[src/rtl/handshake_sched_pkg.sv]
// rtl/handshake_sched_pkg.sv - shared slot state type and default constant table
package handshake_sched_pkg;

    typedef enum logic {
        ST_EMPTY = 1'b0,
        ST_FULL  = 1'b1
    } slot_state_e;

    // req0=EE, req1=11, req2=22, req3=44
    localparam logic [31:0] DEFAULT_CONST_TABLE = 32'h442211EE;

endpackage

[src/rtl/rr_arbiter.sv]
// rtl/rr_arbiter.sv - round-robin grant search starting after the last winner
module rr_arbiter #(
    parameter int NUM_REQ   = 4,
    parameter int IDX_WIDTH = 2
) (
    input  logic [NUM_REQ-1:0]   req,
    input  logic [IDX_WIDTH-1:0] last_grant,
    input  logic                 enable,
    output logic [NUM_REQ-1:0]   grant,
    output logic [IDX_WIDTH-1:0] grant_idx
);

    logic [IDX_WIDTH:0]   sum;
    logic [IDX_WIDTH-1:0] cand;
    logic                 found;

    // Walk candidates last+1, last+2, ... with wrap; the first requesting one wins.
    always_comb begin
        grant     = '0;
        grant_idx = '0;
        found     = 1'b0;
        sum       = '0;
        cand      = '0;
        for (int off = 1; off <= NUM_REQ; off++) begin
            sum = {1'b0, last_grant} + (IDX_WIDTH+1)'(off);
            if (sum >= (IDX_WIDTH+1)'(NUM_REQ)) begin
                sum = sum - (IDX_WIDTH+1)'(NUM_REQ);
            end
            cand = sum[IDX_WIDTH-1:0];
            if (enable && !found && req[cand]) begin
                found       = 1'b1;
                grant[cand] = 1'b1;
                grant_idx   = cand;
            end
        end
    end

endmodule

[src/rtl/handshake_const_scheduler.sv]
// rtl/handshake_const_scheduler.sv - round-robin scheduler emitting per-requester constants
module handshake_const_scheduler
    import handshake_sched_pkg::*;
#(
    parameter int DATA_WIDTH = 8,
    parameter int NUM_REQ    = 4,
    parameter int IDX_WIDTH  = 2,
    parameter logic [NUM_REQ*DATA_WIDTH-1:0] CONST_TABLE = DEFAULT_CONST_TABLE
) (
    input  logic                  clk,
    input  logic                  rst,
    input  logic [NUM_REQ-1:0]    ctrl_valid,
    output logic [NUM_REQ-1:0]    ctrl_ready,
    output logic [DATA_WIDTH-1:0] outs,
    output logic [IDX_WIDTH-1:0]  outs_idx,
    output logic                  outs_valid,
    input  logic                  outs_ready
);

    slot_state_e           state_q, state_d;
    logic [DATA_WIDTH-1:0] outs_q;
    logic [IDX_WIDTH-1:0]  idx_q;
    logic [IDX_WIDTH-1:0]  last_grant_q;
    logic [NUM_REQ-1:0]    grant;
    logic [IDX_WIDTH-1:0]  grant_idx;
    logic [DATA_WIDTH-1:0] const_sel;
    logic                  load_en;
    logic                  arb_en;
    logic                  any_grant;

    // The slot can take a new token when empty or when its current one leaves now.
    // Gating with rst keeps ctrl_ready low for the whole reset window.
    assign load_en   = (state_q == ST_EMPTY) || outs_ready;
    assign arb_en    = load_en && rst;
    assign any_grant = |grant;

    rr_arbiter #(
        .NUM_REQ   (NUM_REQ),
        .IDX_WIDTH (IDX_WIDTH)
    ) u_arb (
        .req        (ctrl_valid),
        .last_grant (last_grant_q),
        .enable     (arb_en),
        .grant      (grant),
        .grant_idx  (grant_idx)
    );

    // Select the constant belonging to the winning requester.
    always_comb begin
        const_sel = '0;
        for (int i = 0; i < NUM_REQ; i++) begin
            if (grant_idx == IDX_WIDTH'(i)) begin
                const_sel = CONST_TABLE[i*DATA_WIDTH +: DATA_WIDTH];
            end
        end
    end

    // Next slot state: a grant always fills, a drain without refill empties.
    always_comb begin
        state_d = state_q;
        case (state_q)
            ST_EMPTY: if (any_grant) state_d = ST_FULL;
            ST_FULL:  if (outs_ready) state_d = any_grant ? ST_FULL : ST_EMPTY;
            default:  state_d = ST_EMPTY;
        endcase
    end

    // Slot occupancy register.
    always_ff @(posedge clk or negedge rst) begin
        if (!rst) state_q <= ST_EMPTY;
        else      state_q <= state_d;
    end

    // Slot data register; holds its value unless a new token is granted.
    always_ff @(posedge clk or negedge rst) begin
        if (!rst) begin
            outs_q <= '0;
            idx_q  <= '0;
        end else if (any_grant) begin
            outs_q <= const_sel;
            idx_q  <= grant_idx;
        end
    end

    // Last winner; resets to the top index so req0 is searched first.
    always_ff @(posedge clk or negedge rst) begin
        if (!rst)           last_grant_q <= IDX_WIDTH'(NUM_REQ-1);
        else if (any_grant) last_grant_q <= grant_idx;
    end

    assign ctrl_ready = grant;
    assign outs       = outs_q;
    assign outs_idx   = idx_q;
    assign outs_valid = (state_q == ST_FULL);

endmodule

[config.mk]
export PLATFORM = sky130hd
export DESIGN_NAME = handshake_const_scheduler
export DESIGN_NICKNAME = d
export VERILOG_FILES = /design/src/rtl/handshake_sched_pkg.sv /design/src/rtl/rr_arbiter.sv /design/src/rtl/handshake_const_scheduler.sv
export SDC_FILE = /design/constraint.sdc
export NUM_CORES = 1
export LEC_CHECK = 0
export ABC_AREA = 1
export BUFFER_PORTS_ARGS = -buffer_cell sky130_fd_sc_hd__buf_2
export CAP_MARGIN = 10
export CELL_PAD_IN_SITES_DETAIL_PLACEMENT = 1
export CELL_PAD_IN_SITES_GLOBAL_PLACEMENT = 1
export CORE_MARGIN = 3
export CORE_UTILIZATION = 42
export CTS_CLUSTER_DIAMETER = 50
export DETAILED_ROUTE_END_ITERATION = 10
export PLACE_DENSITY = 0.85
export SETUP_SLACK_MARGIN = 0.4
export SLEW_MARGIN = 20
export SYNTH_ARGS = -nofsm -noshare
export SYNTH_HDL_FRONTEND = slang
export SYNTH_SLANG_ARGS = --single-unit
[constraint.sdc]
create_clock -name clk -period 5.5 [get_ports clk]
set_clock_uncertainty 0.05 [all_clocks]
set_input_delay 0.275 -clock clk [delete_from_list [all_inputs] [get_ports clk]]
set_output_delay 0.275 -clock clk [all_outputs]
set_load 0.05 [all_outputs]
==> results of run 1 <==
## metal layers
layer | GRT usage, % | wire [um] | up-vias
li1 | - | - | 463
met1 | 24.0 | 1140 | 444
met2 | 30.2 | 1280 | 17
met3 | 4.64 | 107 | 5
met4 | 4.07 | 25 | 0
met5 | 0 | 0 | -
## critical path: cells and delay by family, from the launching register on
kind / cells / cell delay, ns
simple gates: 6 / 0.77
fa+ha+maj: 1 / 0.38
buf+inv: 3 / 0.59
flops: 1 / 0.64
## registers in the layout (all words and copies together), names as in the netlist
register / cells
outs_valid: 1
last_grant_q: 2
outs: 4
outs_idx: 2
## cell usage after synthesis
library cell / n
a21boi_4: 1
dfstp_2: 2
dfrtp_1: 7
nor2_4: 2
and2_4: 1
buf_6: 2
o21ai_0: 2
inv_8: 1
buf_4: 4
nand3_2: 10
nand2_1: 33
ha_1: 10
nand2_4: 6
inv_2: 4
and2_2: 1
inv_1: 9
nand2_2: 6
nand3_1: 20
nor2_8: 2
nor2_1: 4
nor2_2: 1
nand4_1: 3
## area by class of cell
cell class                      count  area (sq um)  area share, %
Inverter                           14          60.1           5.15
Timing Repair Buffer               22           115           9.87
Clock buffer                        4          26.3           2.25
Multi-Input combinational cell    102           702           60.2
Sequential cell                     9           228           19.5
Tap cell                           28          35.0           3.00
## kinds of logic after synthesis
| kind of cell | count (synthesis) |
|---|---|
| AOI/OAI and AO/OA | 3 |
| adders and majority gates | 10 |
| buffers and inverters | 20 |
| DFF | 9 |
| and+or+nand+nor | 89 |
## stage by stage
| step | total power, mW | utilization (%) | instances |
|---|---|---|---|
| after detailed placement | 0.690 | 49.6 | 174 |
| after CTS | 0.745 | 51.2 | 179 |
| final | 0.735 | 51.2 | 179 |
| after floorplan | 0.599 | - | 131 |
| after global placement | 0.666 | 49.6 | 174 |
| after global routing | 0.801 | 51.2 | 179 |
## how the worst max path moves through the flow
stage	cells after the start	slack, ns	end
floorplan	14	2.92	outs_idx[1]$_DFFE_PN0P_
global placement	15	2.79	outs[6]$_DFFE_PN0P_
detailed placement	15	2.62	outs[6]$_DFFE_PN0P_
CTS	10	2.48	ctrl_ready[1]
global route	10	2.29	ctrl_ready[1]
finish	10	2.53	ctrl_ready[3]
## report_power, final
part	switching, mW	internal [mW]
logic	0.406	0.147
registers	0.0331	0.0989
clock network	0.0221	0.0279
total	0.461	0.274
## timing repair
| action | in CTS | in global routing |
|---|---|---|
| endpoints found under the hold margin | 7 | 0 |
| hold buffers | 1 | 0 |
| buffers inserted | 0 | 0 |
==> run_results.csv, run 1 <==
group,metric,value,unit
status,outcome,"completed",
floorplanning,num_rows,17,
clock_tree,cts-resized-gates,0,
run,max-cap-violations,0,
layout,syn_to_final_growth,11.9,%
setup_path,start_kind,"flop",
clock_tree,cts_buffers,3,
setup_path,required,5.18,ns
timing,timing.final.ws_setup,2.53,ns
detailed_routing,firstDrtPassIters,4,
synthesis,synth.area.top_cells,"dfrtp_1 17%, ha_1 12%, nand2_1 12%",
pwr,power_density,631,nW/um^2
layout,fin_area,1170,sq um
setup_path,cp_cell_sequence,"inv_1, ha_1, inv_1, nand3_2, nand2_4, nand2_4, nor2_4, nand3_1, nand3_2, buf_2",
placement,hpwl,2090,um
synthesis,yosys.area_share.xor_xnor,0,%
setup_path,rr_endpoint,"outs[6]$_DFFE_PN0P_",
layout,layout-drive-gt1-share,40.4,%
setup_path,cp_slowest_stage_delay,0.64,ns
detailed_routing,ant_nets,0,
synthesis,yosysTopAreaCell,"dfrtp_1",
synthesis,synth_top_area_share,16.8,%
detailed_routing,vias,929,
clock_tree,clk_pin_slew,0.05,ns
worst_hold_path,holdCritPathClass,"in -> reg",
setup_path,startpoint,"last_grant_q[1]$_DFFE_PN1P_",
detailed_routing,routedWlPerCell,14.2,um
setup_path,worstSetupPathType,"reg -> out",
timing,hold_viol_final,0,
synthesis,syn_inst,131,
global_route,grt_usage,18.3,%
synthesis,seq_area_frac_synth,21.8,%
pwr,p_leak,0.651,nW
timing,rsz0062_at_grt,"no",
timing,worstMarginPinSlew,0.327,ns
detailed_routing,drt_iter0_markers,11,
placement,post_dp_cell_area,1130,sq um
clock_tree,cts_root_buf,"clkbuf_4",
timing,hold-worst-slack,0.324,ns
synthesis,syn_area,1040,sq um
timing,maxSlewViolCount,0,
timing,setup_tns,0,ns
floorplanning,die_h,55.8,um
synthesis,ys_ff_latch,9,
synthesis,yosysWarnings,0,
clock_tree,clk_latency,0.26,ns
placement,post-place-ws,2.62,ns
synthesis,synthMuxAreaShare,0,%
synthesis,ys_types,22,
setup_path,crit_fanout,10,
timing,finalSetupViolCount,0,
detailed_routing,drc,0,
clock_tree,clock-sinks,9,
synthesis,synth-compound-area-share,2.76,%
setup_path,r2r_start,"last_grant_q[1]$_DFFE_PN1P_",
setup_path,cpMaxStageDelayCell,"dfstp_2",
timing,slew_headroom,78.2,%
placement,place_congestion,0.880,
floorplanning,fp.coreArea,2280,sq um
clock_tree,cts_tree,"yes",
layout,fin_nets,169,
setup_path,critPathCaptureType,"output pin",
synthesis,avgSynthCellArea,7.96,sq um
setup_path,cp.arrival,2.65,ns
synthesis,synth-simple-area-share,52.6,%
worst_hold_path,hold_depth,4,
pwr,ir_drop,0.382,mV
layout,final_common_cell,"nand2_1",
layout,mostFrequentLayoutCells,"33 x nand2_1, 21 x buf_2, 20 x nand3_1",
floorplanning,dieArea,3120,sq um
synthesis,synth.net_count,148,
global_route,antenna_found_initial,0,
global_route,first_global_vias,940,
floorplanning,start_util,45.8,%
clock_tree,htree_num_levels,1,
layout,fillerInstances,301,
timing,min_period,2.97,ns
setup_path,r2r_slack,2.64,ns
worst_hold_path,min_to,"outs_valid$_DFF_PN0_",
floorplanning,fp.dieW,55.8,um
global_route,grt_pass1_wl,4520,um
clock_tree,cts_buffer_depth,2,
floorplanning,num_io_pins,22,
synthesis,synth_top_family_by_area,"simple AND/OR/NAND/NOR gates",
detailed_routing,vias_per_cell,5.19,
timing,clock.fmax,0.336,GHz
layout,diodes,0,
setup_path,reg2regPathDepth,15,
timing,finalCritPeriodShare,54.0,%
synthesis,synth_fa_ha_area_share,12.0,%
worst_hold_path,hold_start,"outs_ready",
detailed_routing,drt_wl_total,2550,um
placement,portBuffers,21,
global_route,grt_max_degree,15,
global_route,grt_overflow,0,
Power figures use the tool's default switching activity.
==> run 2, diff against run 1 <==
--- a/config.mk
+++ b/config.mk
@@ -5,16 +5,16 @@
 export SDC_FILE = /design/constraint.sdc
 export NUM_CORES = 1
 export LEC_CHECK = 0
-export ABC_AREA = 1
+export ABC_AREA = 0
 export BUFFER_PORTS_ARGS = -buffer_cell sky130_fd_sc_hd__buf_2
 export CAP_MARGIN = 10
 export CELL_PAD_IN_SITES_DETAIL_PLACEMENT = 1
 export CELL_PAD_IN_SITES_GLOBAL_PLACEMENT = 1
 export CORE_MARGIN = 3
-export CORE_UTILIZATION = 42
+export CORE_UTILIZATION = 37
 export CTS_CLUSTER_DIAMETER = 50
 export DETAILED_ROUTE_END_ITERATION = 10
-export PLACE_DENSITY = 0.85
+export PLACE_DENSITY = 0.77
 export SETUP_SLACK_MARGIN = 0.4
 export SLEW_MARGIN = 20
 export SYNTH_ARGS = -nofsm -noshare
==> constraint.sdc (replaced) <==
create_clock -name clk -period 2.7 [get_ports clk]
set_clock_uncertainty 0.05 [all_clocks]
set_input_delay 0.135 -clock clk [delete_from_list [all_inputs] [get_ports clk]]
set_output_delay 0.135 -clock clk [all_outputs]
set_load 0.05 [all_outputs]
==> run 2 against run 1 <==
Effect of this change: register-to-register slack got worse by 2.6 ns; via count decreased by 9.6%; utilization increased by 1.2 points; non-clock buffer count increased by 11; global-route usage is 0.90 points lower; sequential share of layout area is 2.1 points lower; count of clock-buffer cells in the layout is the same; critical path type is now reg -> reg; critical endpoint is now outs_idx[1]$_DFFE_PN0P_; largest cell class unchanged; highest routed layer is now met3.
==> run_results.csv, run 2 <==
group,metric,value,unit
status,outcome,"completed",
floorplanning,start_util,39.5,%
detailed_routing,firstDrtPassIters,4,
setup_path,crit_fanout,5,
synthesis,synth_top_area_share,17.7,%
clock_tree,clock-sinks,9,
setup_path,worstSetupPathType,"reg -> reg",
synthesis,seq_area_frac_synth,23.0,%
clock_tree,clk_pin_slew,0.07,ns
global_route,first_global_vias,914,
floorplanning,die_h,57.7,um
detailed_routing,vias,840,
global_route,antenna_found_initial,0,
synthesis,ys_ff_latch,9,
synthesis,synthTopCellsByCount,"10 x ha_1, 8 x nand2_1, 7 x dfrtp_1",
setup_path,critPathCaptureType,"flop",
timing,setup_tns,0,ns
global_route,grt_usage,17.4,%
detailed_routing,ant_nets,0,
layout,diodes,0,
timing,maxSlewViolCount,0,
floorplanning,fp.coreArea,2500,sq um
timing,hold-worst-slack,0.108,ns
synthesis,ys_types,33,
layout,fin_nets,143,
layout,fin_util,52.4,%
synthesis,yosysTopAreaCell,"dfrtp_1",
global_route,grt_max_degree,15,
synthesis,yosysWarnings,0,
clock_tree,clk_latency,0.27,ns
layout,syn_to_final_growth,32.5,%
placement,portBuffers,21,
floorplanning,num_rows,18,
timing,hold_viol_final,0,
layout,fillerInstances,274,
placement,hpwl,1990,um
synthesis,syn_inst,95,
synthesis,synth.area.top_cells,"dfrtp_1 18%, ha_1 13%, mux2_4 9.1%",
detailed_routing,routedWlPerCell,17.3,um
timing,finalCritPeriodShare,98.9,%
floorplanning,num_io_pins,22,
synthesis,yosysMostFrequentCell,"ha_1",
detailed_routing,drt_wl_total,2690,um
layout,largest_register_ffs,4,
setup_path,cp_slowest_stage_delay,0.55,ns
floorplanning,fp.dieW,57.7,um
layout,instances_no_fill,155,
run,max-cap-violations,0,
setup_path,path_buf_inv,5,
floorplanning,dieArea,3330,sq um
synthesis,synth_top_flop_cell,"dfrtp_1",
setup_path,cp_cell_sequence,"clkinvlp_4, buf_4, buf_4, ha_2, or3_1, o2111a_2, nor3_4, buf_4, buf_12, mux2_4",
clock_tree,htree_num_levels,1,
setup_path,cp_top_family,"buffers and inverters",
synthesis,synth_edf_count,0,
timing,clock.fmax,0.374,GHz
setup_path,required,2.79,ns
layout,mostFrequentLayoutCells,"17 x buf_2, 11 x buf_4, 8 x nand2_1",
clock_tree,cts_root_buf,"clkbuf_4",
timing,worstMarginPinSlew,0.416,ns
setup_path,start_kind,"flop",
global_route,grt_overflow,0,
placement,place_inst,145,
detailed_routing,drt_iter0_markers,28,
timing,rsz0062_at_grt,"yes",
timing,min_period,2.67,ns
worst_hold_path,holdCritPathClass,"in -> reg",
synthesis,avgSynthCellArea,10.4,sq um
synthesis,async_reset_ff_share,100,%
detailed_routing,vias_per_cell,5.42,
synthesis,syn_area,988,sq um
global_route,grt_pass1_wl,4490,um
setup_path,cp.arrival,2.76,ns
clock_tree,cts_tree,"yes",
setup_path,cpMaxStageDelayCell,"dfstp_2",
layout,layout-drive-gt1-share,56.0,%
setup_path,path_common_cell,"buf_4",
clock_tree,cts_buffer_depth,2,
clock_tree,cts_buffers,3,
layout,final_common_cell,"buf_2",
placement,place_congestion,0.762,
synthesis,synth.net_count,112,
timing,slew_headroom,72.0,%
detailed_routing,drc,0,
timing,finalSetupViolCount,0,
-- run 2: changes by cell type after synthesis, sizes merged, moves of 4 or more --
cell,change
nand3,-28
a21oi,+5
nor2,-7
a22o,+4
mux2,+8
nand2,-37
mux4,+4
nor2b,+5
a22oi,+4
inv,-9
mux2i,+6
-- run 2: layout make-up --
cell class | count | area (sq um) | area share (%)
timing repair buffer | 33 | 240 | 18.3
inverter | 5 | 22.5 | 1.72
multi-input combinational | 74 | 756 | 57.7
tap | 30 | 37.5 | 2.87
clock buffer | 4 | 26.3 | 2.01
sequential | 9 | 228 | 17.4
-- run 2: worst reg2reg max path, delay by kind of cell (launching register included) --
kind	cells	cell delay [ns]
and+or+nand+nor	2	0.59
DFF	1	0.55
adders and majority gates	1	0.21
AOI/OAI and AO/OA	1	0.19
muxes	1	0.29
buffers and inverters	5	0.67
-- run 2: final timing paths --
kind	slack [ns]	cells past startpoint	start	endpoint
worst max register to register	0.03	10	last_grant_q[0]$_DFFE_PN1P_	outs_idx[1]$_DFFE_PN0P_
min in group asynchronous	0.29	2	rst	outs_valid$_DFF_PN0_
max in group asynchronous	1.96	2	rst	last_grant_q[0]$_DFFE_PN1P_
worst max-delay path	0.03	10	last_grant_q[0]$_DFFE_PN1P_	outs_idx[1]$_DFFE_PN0P_
worst min register to register	0.46	1	outs_idx[0]$_DFFE_PN0P_	outs_idx[0]$_DFFE_PN0P_
worst min-delay path	0.11	3	outs_ready	outs_valid$_DFF_PN0_
-- run 2: cells by family (layout without fill, tap and decap cells) --
group | count (synthesis) | after routing | share of synthesized area [%]
compound gates | 21 | 21 | 16.1
fa+ha+maj | 10 | 10 | 12.7
buf+inv | 12 | 42 | 6.96
flops | 9 | 9 | 23.0
mux | 18 | 18 | 27.0
simple gates | 25 | 25 | 14.3
-- run 2: timing repair --
action | 4_1_cts | 5_1_grt
hold endpoints to repair | 9 | 0
setup endpoints to repair | 13 | 13
setup buffers | 4 | 0
gates resized for setup | 4 | 4
gates cloned | 1 | 0
hold buffers | 1 | 0
-- run 2: routing by layer --
metal,GRT usage [%],vias up,routed length [um]
met5,0,-,0
met2,28.9,16,1380
met4,0.993,0,0
met1,24.0,418,1230
met3,4.45,0,69
li1,-,406,-
-- run 2: metrics by stage --
stage	worst slack (ns)	instance area, sq um
after floorplan	-0.100	1060
after global placement	0.126	1200
after detailed placement	0.0626	1200
after CTS	0.0495	1300
after global routing	-0.0661	1310
final	0.0294	1310
Power of run 2 is left out: the tool's default activity adds up to more than one toggle a clock period on the data nets, which glitch-free logic cannot reach.
